<file path="config.mk">
export PLATFORM = sky130hd
export DESIGN_NAME = i2c_master_tx
export DESIGN_NICKNAME = d
export VERILOG_FILES = /design/src/rtl/i2c_pkg.sv /design/src/rtl/i2c_master_tx_scl_quarter_tick.sv /design/src/rtl/i2c_master_tx.sv
export SDC_FILE = /design/constraint.sdc
export NUM_CORES = 1
export LEC_CHECK = 0
export ABC_CLOCK_PERIOD_IN_PS = 2009
export BUFFER_PORTS_ARGS = -buffer_cell sky130_fd_sc_hd__buf_2
export CAP_MARGIN = 30
export CORE_ASPECT_RATIO = 0.5
export CORE_MARGIN = 5
export CORE_UTILIZATION = 35
export DETAILED_ROUTE_END_ITERATION = 8
export SLEW_MARGIN = 20
export SYNTH_ARGS = -nofsm -noshare
export SYNTH_HDL_FRONTEND = slang
export SYNTH_SLANG_ARGS = --single-unit
</file>
<file path="constraint.sdc">
create_clock -name clk -period 2.01 [get_ports clk]
set_input_delay 0.3015 -clock clk [delete_from_list [all_inputs] [get_ports clk]]
set_output_delay 0.3015 -clock clk [all_outputs]
set_load 0.005 [all_outputs]
</file>
<file path="src/rtl/i2c_pkg.sv">
// Shared types and constants for the I2C master transmitter.
package i2c_pkg;

  typedef enum logic [2:0] {
    IDLE,
    START,
    BITS,
    ACK,
    HOLD,
    STOP
  } state_t;

  typedef enum logic [1:0] {
    Q0,
    Q1,
    Q2,
    Q3
  } quarter_t;

  localparam int I2C_BYTE_BITS      = 8;
  localparam int I2C_START_QUARTERS = 2;

  // SCL is low for the first half of a slot and high for the second half.
  function automatic logic scl_high(input quarter_t q);
    return (q == Q2) || (q == Q3);
  endfunction

endpackage

</file>
<file path="src/rtl/i2c_master_tx_scl_quarter_tick.sv">
// Divides clk into SCL quarter periods of CLK_DIV cycles; held at Q0/count 0 while en is low.
module scl_quarter_tick
  import i2c_pkg::*;
#(
  parameter int CLK_DIV = 4
) (
  input  logic     clk,
  input  logic     rst,
  input  logic     en,
  output logic     tick,
  output quarter_t quarter
);

  localparam int               CNT_W   = $clog2(CLK_DIV);
  localparam logic [CNT_W-1:0] CNT_MAX = CNT_W'(CLK_DIV - 1);

  logic [CNT_W-1:0] cnt;

  assign tick = (cnt == CNT_MAX);

  // NOTE: flops are written with <= so every register samples pre-edge values regardless of statement order.
  always_ff @(posedge clk) begin
    if (rst || !en) begin
      cnt     <= '0;
      quarter <= Q0;
    end else if (tick) begin
      cnt     <= '0;
      quarter <= quarter_t'(quarter + 2'd1);
    end else begin
      cnt <= cnt + 1'b1;
    end
  end

endmodule

</file>
<file path="src/rtl/i2c_master_tx.sv">
// Bit-level I2C master transmitter: START, MSB-first bytes with ACK slot, HOLD between bytes, STOP.
module i2c_master_tx
  import i2c_pkg::*;
#(
  parameter int CLK_DIV = 4
) (
  input  logic       clk,
  input  logic       rst,
  input  logic       tx_valid,
  input  logic [7:0] tx_data,
  input  logic       tx_last,
  output logic       tx_ready,
  input  logic       sda_in,
  output logic       scl_out,
  output logic       sda_out,
  output logic       busy,
  output logic       byte_done,
  output logic       nack
);

  localparam logic [2:0] LAST_BIT     = 3'(I2C_BYTE_BITS - 1);
  localparam quarter_t   START_LAST_Q = quarter_t'(2'(I2C_START_QUARTERS - 1));

  state_t                   state, state_nxt;
  quarter_t                 quarter, quarter_nxt;
  logic [I2C_BYTE_BITS-1:0] shreg, shreg_nxt;
  logic [2:0]               bit_cnt, bit_cnt_nxt;
  logic                     last, last_nxt;
  logic [1:0]               sda_meta;
  logic                     sda_sync;
  logic                     tick, qt_en, slot_end, accept, sda_load;
  logic                     scl_nxt, sda_nxt, byte_done_nxt, nack_nxt;

  scl_quarter_tick #(
    .CLK_DIV(CLK_DIV)
  ) u_quarter_tick (
    .clk    (clk),
    .rst    (rst),
    .en     (qt_en),
    .tick   (tick),
    .quarter(quarter)
  );

  assign accept   = tx_valid && tx_ready;
  assign slot_end = tick && (quarter == Q3);
  assign sda_sync = sda_meta[1];

  always_ff @(posedge clk) begin
    if (rst) state <= IDLE;
    else     state <= state_nxt;
  end

  // NOTE: every output of this block gets a default first, so no path can infer a latch.
  always_comb begin
    state_nxt     = state;
    shreg_nxt     = shreg;
    bit_cnt_nxt   = bit_cnt;
    last_nxt      = last;
    nack_nxt      = nack;
    byte_done_nxt = 1'b0;
    qt_en         = 1'b1;
    case (state)
      IDLE, HOLD: begin
        qt_en = 1'b0;
        if (accept) begin
          state_nxt   = (state == IDLE) ? START : BITS;
          shreg_nxt   = tx_data;
          last_nxt    = tx_last;
          bit_cnt_nxt = '0;
        end
      end
      START: begin
        // START is only half a slot long, so the quarter counter is cleared for bit 7.
        if (tick && (quarter == START_LAST_Q)) begin
          state_nxt = BITS;
          qt_en     = 1'b0;
        end
      end
      BITS: begin
        if (slot_end) begin
          if (bit_cnt == LAST_BIT) begin
            state_nxt = ACK;
          end else begin
            bit_cnt_nxt = bit_cnt + 3'd1;
            shreg_nxt   = {shreg[I2C_BYTE_BITS-2:0], 1'b0};
          end
        end
      end
      ACK: begin
        if (slot_end) begin
          nack_nxt      = sda_sync;
          byte_done_nxt = 1'b1;
          state_nxt     = last ? STOP : HOLD;
        end
      end
      STOP: begin
        if (slot_end) state_nxt = IDLE;
      end
      default: state_nxt = IDLE;
    endcase
  end

  // Quarter seen after the coming edge; outputs are registered from it.
  always_comb begin
    quarter_nxt = quarter;
    if (!qt_en)    quarter_nxt = Q0;
    else if (tick) quarter_nxt = quarter_t'(quarter + 2'd1);
  end

  assign sda_load = (quarter_nxt == Q0) && (!qt_en || tick);

  always_comb begin
    scl_nxt = 1'b1;
    sda_nxt = sda_out;
    case (state_nxt)
      IDLE:  sda_nxt = 1'b1;
      START: sda_nxt = 1'b0;
      BITS: begin
        scl_nxt = scl_high(quarter_nxt);
        if (sda_load) sda_nxt = shreg_nxt[I2C_BYTE_BITS-1];
      end
      ACK: begin
        scl_nxt = scl_high(quarter_nxt);
        if (sda_load) sda_nxt = 1'b1;
      end
      HOLD: begin
        scl_nxt = 1'b0;
        sda_nxt = 1'b0;
      end
      STOP: begin
        scl_nxt = scl_high(quarter_nxt);
        sda_nxt = (quarter_nxt == Q3);
      end
      default: sda_nxt = 1'b1;
    endcase
  end

  always_ff @(posedge clk) begin
    if (rst) begin
      shreg     <= '0;
      bit_cnt   <= '0;
      last      <= 1'b0;
      sda_meta  <= 2'b11;
      scl_out   <= 1'b1;
      sda_out   <= 1'b1;
      tx_ready  <= 1'b1;
      busy      <= 1'b0;
      byte_done <= 1'b0;
      nack      <= 1'b0;
    end else begin
      shreg     <= shreg_nxt;
      bit_cnt   <= bit_cnt_nxt;
      last      <= last_nxt;
      sda_meta  <= {sda_meta[0], sda_in};
      scl_out   <= scl_nxt;
      sda_out   <= sda_nxt;
      tx_ready  <= (state_nxt == IDLE) || (state_nxt == HOLD);
      busy      <= (state_nxt != IDLE);
      byte_done <= byte_done_nxt;
      nack      <= nack_nxt;
    end
  end

endmodule
</file>
After elaboration in Yosys (flattened, before gate mapping). Index checks and enable logic that the tools add are counted.

Add/sub/neg operators: 3. Equal/unequal tests: 21. Mux-type cells: 26. Bitwise logic cells: 1. Reduce and logical (&&, ||, !) cells: 23.

Operators with widths (number): 2-to-1 mux 3 bit (9); 2-to-1 mux 8 bit (3); one-hot mux 8 bit (2 select lines) (1); equality test 3 bit, second input constant (5); one-hot mux 3 bit (5 select lines) (1); equality test 3 x 2 -> 1 bit, second input constant (4); != test 2 bit, second input constant (5); equality test 2 bit, second input constant (4); OR reduction 2 bit (4); equality test 3 x 1 -> 1 bit, second input constant (2); logical NOT 3 bit (2); 2-to-1 mux 2 bit (3); one-hot mux 3 bit (2 select lines) (1); AND reduction 2 bit (3); 2-to-1 mux 1 bit (5); adder 2 x 1 -> 2 bit, second input constant (2); logical AND 1 bit (4); logical OR 1 bit (4); one-hot mux 1 bit (2 select lines) (2); one-hot mux 1 bit (4 select lines) (1); AND reduction 4 bit (1); adder 3 x 1 -> 3 bit, second input constant (1); nonzero test 3 bit (1); OR reduction 3 bit (1); other kinds (5) (5).

Flip-flop bits (word level): 27.

Longest topological paths before layout.
Depth in word-level cells: 9. Gate-level depth with buffers: 8. Mapped depth without buffers: 7.

Hierarchy. Synthesis repeated with hierarchy kept, for this count alone.

Cells, all modules: 138. Area, all modules: 1370.1 sq um.

Modules (own cells, without submodules): i2c_master_tx (times used 1, cells an instance 124, area an instance 1194.9 sq um); scl_quarter_tick (times used 1, cells an instance 14, area an instance 175.2 sq um).

Least setup slack after synthesis. No wires, ideal clock.

Path type: register -> register. Start: register bit_cnt[0]. End: register sda_out. Library setup time: 0.127 ns. Data arrival time: 1.669 ns. Slack: 0.215 ns. Cell stages (with the launch flop): 9. Path buffers: 1. Clock period less this slack: 1.795 ns. Cells stage by stage: dfxtp_1 ha_1 ha_1 and3b_1 and2_1 buf_2 a221o_1 o221ai_1 a32oi_1.

Cells in the longest elaborated chain, start to end: 7. Elaborated cells on any way between the ends: 18. Classes of those cells: 8 x eq/ne; 8 x mux; 2 x reduce/logical.

RTL lines: start, declared (RTL line i2c_master_tx.sv:27) `logic [2:0] bit_cnt, bit_cnt_nxt;`; start signal, assigned (RTL line i2c_master_tx.sv:152) `bit_cnt <= bit_cnt_nxt;`; equality test 3 bit * (RTL line i2c_master_tx.sv:81) `if (bit_cnt == LAST_BIT) begin`; 2-to-1 mux 3 bit (RTL line i2c_master_tx.sv:81); 2-to-1 mux 3 bit (RTL line i2c_master_tx.sv:80) `if (slot_end) begin`; one-hot mux 3 bit (5 select lines) (RTL line i2c_master_tx.sv:62) `case (state)`; equality test 3 bit (tied with other cells) (RTL line i2c_master_tx.sv:115) `case (state_nxt)`; OR reduction 2 bit (no line) / != test 2 bit (equally long branches); one-hot mux 1 bit (4 select lines) / AND reduction 2 bit (equally long branches); end signal, assigned (RTL line i2c_master_tx.sv:156) `sda_out <= sda_nxt;`; end, declared (RTL line i2c_master_tx.sv:15) `output logic sda_out,`.

Every way passes the cells marked *; elsewhere a longest branch is shown, timed or not. The select of a mux whose other input is x is not followed. A chain may end at the register's enable or synchronous reset.

Worst setup path after layout. Ends and elaborated chain as after synthesis.

==> tab_implementation.tex <==
\begin{tabular}{lr}
\hline
Metric & Value \\
\hline
\multicolumn{2}{l}{\textbf{Synth}} \\
Yosys warns & 0 \\
Sequential fraction of the synthesis area & between 40\% and 50\% \\
Netlist area before placement & 0.001259 sq mm \\
Flip-flop cell with the highest count after synthesis & dfxtp\_1 \\
Post-Syn Instances & approximately 130 \\
Post-synth net total & 150 \\
Number of enable-type register cells in the synthesized netlist & 0 \\
Number of distinct library cells after synthesis & 46 \\
Fraction of synthesis flops using an asynchronous set or reset pin & 0\% \\
Syn\_area\_per\_cell & approximately 9.6 sq um \\
Register bit total from synthesis & 27 \\
\multicolumn{2}{l}{\textbf{Global route}} \\
Overall fraction of global-route tracks in use & between 10\% and 20\% \\
Antenna violations before repair & 0 \\
Global-route wire length before repair & approximately 4300 microns \\
Global route total overflow & 0 \\
Pin count of the biggest net entering global routing & 26 \\
Number of global-route vias before repair & 887 \\
\multicolumn{2}{l}{\textbf{Drt}} \\
Routed len/inst & around 12 microns \\
Count of routing violations after the opening detailed-route iteration & 26 \\
DR vias/cell & $\sim$5 \\
Overall routed net length & $\sim$2500 microns \\
Pre-antenna DRT Iters & 4 \\
Remaining antenna violation count & 0 \\
Total vias in the final route & 1,000 \\
DRC violation count after routing & 0 \\
\multicolumn{2}{l}{\textbf{Timing}} \\
Peak clock frequency supported by timing & about 530 MHz \\
Slew at the pin with the worst max-slew slack & about 0.43 ns \\
Final Critical Period & between 1.5 and 2 ns \\
RSZ-0062 raised after global routing & false \\
Part of the cycle the worst path needs & between 90\% and 100\% \\
Summed negative setup slack over all endpoints & 0 ns \\
Final max-slew violation count & 0 \\
Final hold viol count & 0 \\
Worst slew margin & 71.50\% \\
Skew final & approximately 0.0019 ns \\
\# setup viols final & 0 \\
\multicolumn{2}{l}{\textbf{Setup path}} \\
Setup slack of the most critical reg-to-reg path & roughly 0.13 ns \\
Type of the worst setup path & reg -> reg \\
Worst flop-to-flop path startpoint & bit\_cnt[0]\$\_SDFFE\_PP0P\_ \\
Largest stage delay, worst path & between 0.3 and 0.4 ns \\
Critical path cell sequence & ha\_1 > ha\_1 > and3b\_1 > and2\_1 > a221o\_1 > o221ai\_1 > a32oi\_1 \\
Worst Path Arrival & slightly above 2 ns \\
Critical path fanouts, max & 4 \\
Critical path data required time & between 2 and 2.5 ns \\
Endpoint of the most critical register-to-register path & sda\_out\$\_SDFFE\_PP1P\_ \\
Critical Path Slowest Stage Cell & dfxtp\_1 \\
Number of cell instances on the worst register-to-register path & 7 \\
Cell seen most often among critical-path stages & ha\_1 \\
Kind of capture point of the worst setup path & flip-flop \\
Crit path launch type & flip-flop \\
Kind of cell with the highest combined delay on the critical path & compound AO/OA/AOI/OAI gates \\
Total buffers and inverters traversed by the critical path & 0 \\
\multicolumn{2}{l}{\textbf{Clock tree}} \\
H-tree levels & 1 \\
Clock tree from TritonCTS & built \\
TritonCTS Buffers & 3 \\
Root Driver & clkbuf\_8 \\
Clock transition at the register clock pins on the worst setup and hold paths after CTS & about 0.090 ns \\
Post-CTS setup buffer count & 0 \\
Latest clock arrival within the worst-skew pair & $\sim$0.27 ns \\
Maximum count of clock buffers along a single path & 2 \\
Clock sink count & 27 \\
\multicolumn{2}{l}{\textbf{Cells and area}} \\
Total number of nets in the final design & 172 \\
Number of antenna diodes & 0 \\
Count of filler cells inserted in the layout & about 350 \\
Flip-flop and latch area & $\sim$540 sq um \\
Finished Layout Cells & slightly above 200 \\
Area Growth Syn to Fin & 16.00\% \\
Most frequent standard cell in the layout excluding fill and tap cells & dfxtp\_1 \\
Most frequent cells in the layout & 27 x dfxtp\_1, 18 x buf\_2, 14 x a21oi\_1 \\
Fraction of layout cells with a size suffix above 1 & 28.29\% \\
Multi-input combinational cell area & 670.6 sq um \\
\multicolumn{2}{l}{\textbf{Power}} \\
Cell Pwr Density & slightly below 700 mW/mm\^{}2 \\
Static power due to leakage & a little under 0.6 nW \\
IR Drop Worst-Case VDD & 0.4097 mV \\
\multicolumn{2}{l}{\textbf{Min path}} \\
Worst Hold Path EP & sda\_meta[0]\$\_SDFF\_PP1\_ \\
Source of the worst hold timing path & sda\_in \\
Hold Crit Class & in -> reg \\
Number of cells on the worst hold path & 2 \\
\multicolumn{2}{l}{\textbf{Floorplan}} \\
Floorplan row count & 15 \\
X dimension of the die & about 95 microns \\
Initial Utilization & roughly 36\% \\
Vert. Die Dim & 52.41 microns \\
I/O Pins & 19 \\
Core footprint & $\sim$0.0035 sq mm \\
Die footprint & 0.004969 sq mm \\
\multicolumn{2}{l}{\textbf{Status}} \\
Status & finished clean \\
\multicolumn{2}{l}{\textbf{Place}} \\
Post-detail-place hpwl & 1844 microns \\
Global placement routability congestion & between 0.8 and 0.9 \\
\# placed instances & between 150 and 200 \\
Number of port buffers & 18 \\
\multicolumn{2}{l}{\textbf{Run}} \\
Max-cap violations & 0 \\
\hline
\end{tabular}
[worst reg2reg max path, cell delays in order (launching register included)]
cell	delay [ns]
dfxtp_1	0.37
ha_1	0.17
ha_1	0.16
and3b_1	0.23
and2_1	0.20
a221o_1	0.37
o221ai_1	0.19
a32oi_1	0.08
[metrics by stage]
step | hold WS, ns | setup slack [ns] | instance area (sq um) | util, % | power, mW
6_report | 0.2045 | 0.1309 | 1460 | 42.28 | 1.008
5_1_grt | 0.2020 | 0.01230 | 1460 | 42.28 | 1.064
4_1_cts | 0.1990 | 0.1303 | 1458 | 42.21 | 1.023
3_5_place_dp | 0.3945 | 0.1685 | 1411 | 40.87 | 0.7103
3_3_place_gp | 0.3923 | 0.1908 | 1411 | 40.87 | 0.7098
2_1_floorplan | 0.3731 | 0.2148 | 1259 | - | 0.6661
[routing by layer]
metal / vias to the layer above / global-route usage (%) / part of all wire (%)
met4: 0 / 2.153 / 0
met5: - / 0 / 0
met2: 24 / 16.57 / 43
met3: 0 / 3.156 / 5.7
met1: 458 / 15.49 / 51
li1: 518 / - / -
[layout make-up]
| cell class | instances | area share (%) |
|---|---|---|
| well taps | 51 | 4.370 |
| multi-input cells | 95 | 45.93 |
| flip-flops and latches | 27 | 37.02 |
| inverters | 3 | 0.7712 |
| clock buffers | 3 | 2.828 |
| clock inverters | 1 | 0.3428 |
| repair buffers | 23 | 8.740 |
[Yosys cell counts, types with 2 or more instances]
master | number | area, sq um
and2_1 | 3 | 18.77
a21oi_1 | 14 | 70.07
a22oi_1 | 6 | 45.04
ha_1 | 6 | 75.07
mux2i_1 | 3 | 30.03
a31oi_1 | 2 | 12.51
inv_1 | 3 | 11.26
nand2_1 | 10 | 37.54
nor2_1 | 10 | 37.54
buf_6 | 2 | 22.52
or2_2 | 4 | 25.02
nor2b_1 | 2 | 12.51
o211ai_1 | 2 | 15.01
clkbuf_1 | 3 | 11.26
nor3_1 | 4 | 20.02
dfxtp_1 | 27 | 540.5
[cells by family (layout without fill, tap and decap cells)]
logic type | Yosys count | after routing | synth area share [%]
AND/OR/NAND/NOR | 46 | 46 | 20.68
adder cells (fa/ha/maj) | 6 | 6 | 5.964
multiplexers | 4 | 4 | 3.280
AO/OA/AOI/OAI | 37 | 37 | 21.77
buffers and inverters | 9 | 30 | 3.976
XOR/XNOR | 2 | 2 | 1.392
flip-flops | 27 | 27 | 42.94
[where the power goes]
part           internal [mW]  total (mW)  switching, mW
clock network          0.139       0.310          0.171
registers              0.559       0.574         0.0148
logic                 0.0609       0.123         0.0625
total                  0.759        1.01          0.249
[worst max-delay path by stage]
stage                                        from                   end  slack [ns]  cells after the start
final                     bit_cnt[0]$_SDFFE_PP0P_  sda_out$_SDFFE_PP1P_        0.13                      7
after global placement    bit_cnt[0]$_SDFFE_PP0P_  sda_out$_SDFFE_PP1P_        0.19                      7
after global routing          state[0]$_SDFF_PP0_  sda_out$_SDFFE_PP1P_        0.01                      5
after floorplan           bit_cnt[0]$_SDFFE_PP0P_  sda_out$_SDFFE_PP1P_        0.21                      8
after CTS                 bit_cnt[0]$_SDFFE_PP0P_  sda_out$_SDFFE_PP1P_        0.13                      7
after detailed placement  bit_cnt[0]$_SDFFE_PP0P_  sda_out$_SDFFE_PP1P_        0.17                      7
[registers in the layout (all words and copies together) (netlist names), 2 cells and up]
name,count
shreg,8
sda_meta,2
state,3
bit_cnt,3
u_quarter_tick.quarter,2
u_quarter_tick.cnt,2
[what timing repair did]
action / in CTS / in global routing
hold buffers: 0 / 0
gates resized for setup: 0 / 1
setup endpoints to repair: 0 / 1
Note: power is estimated with default switching activity, not from simulation.
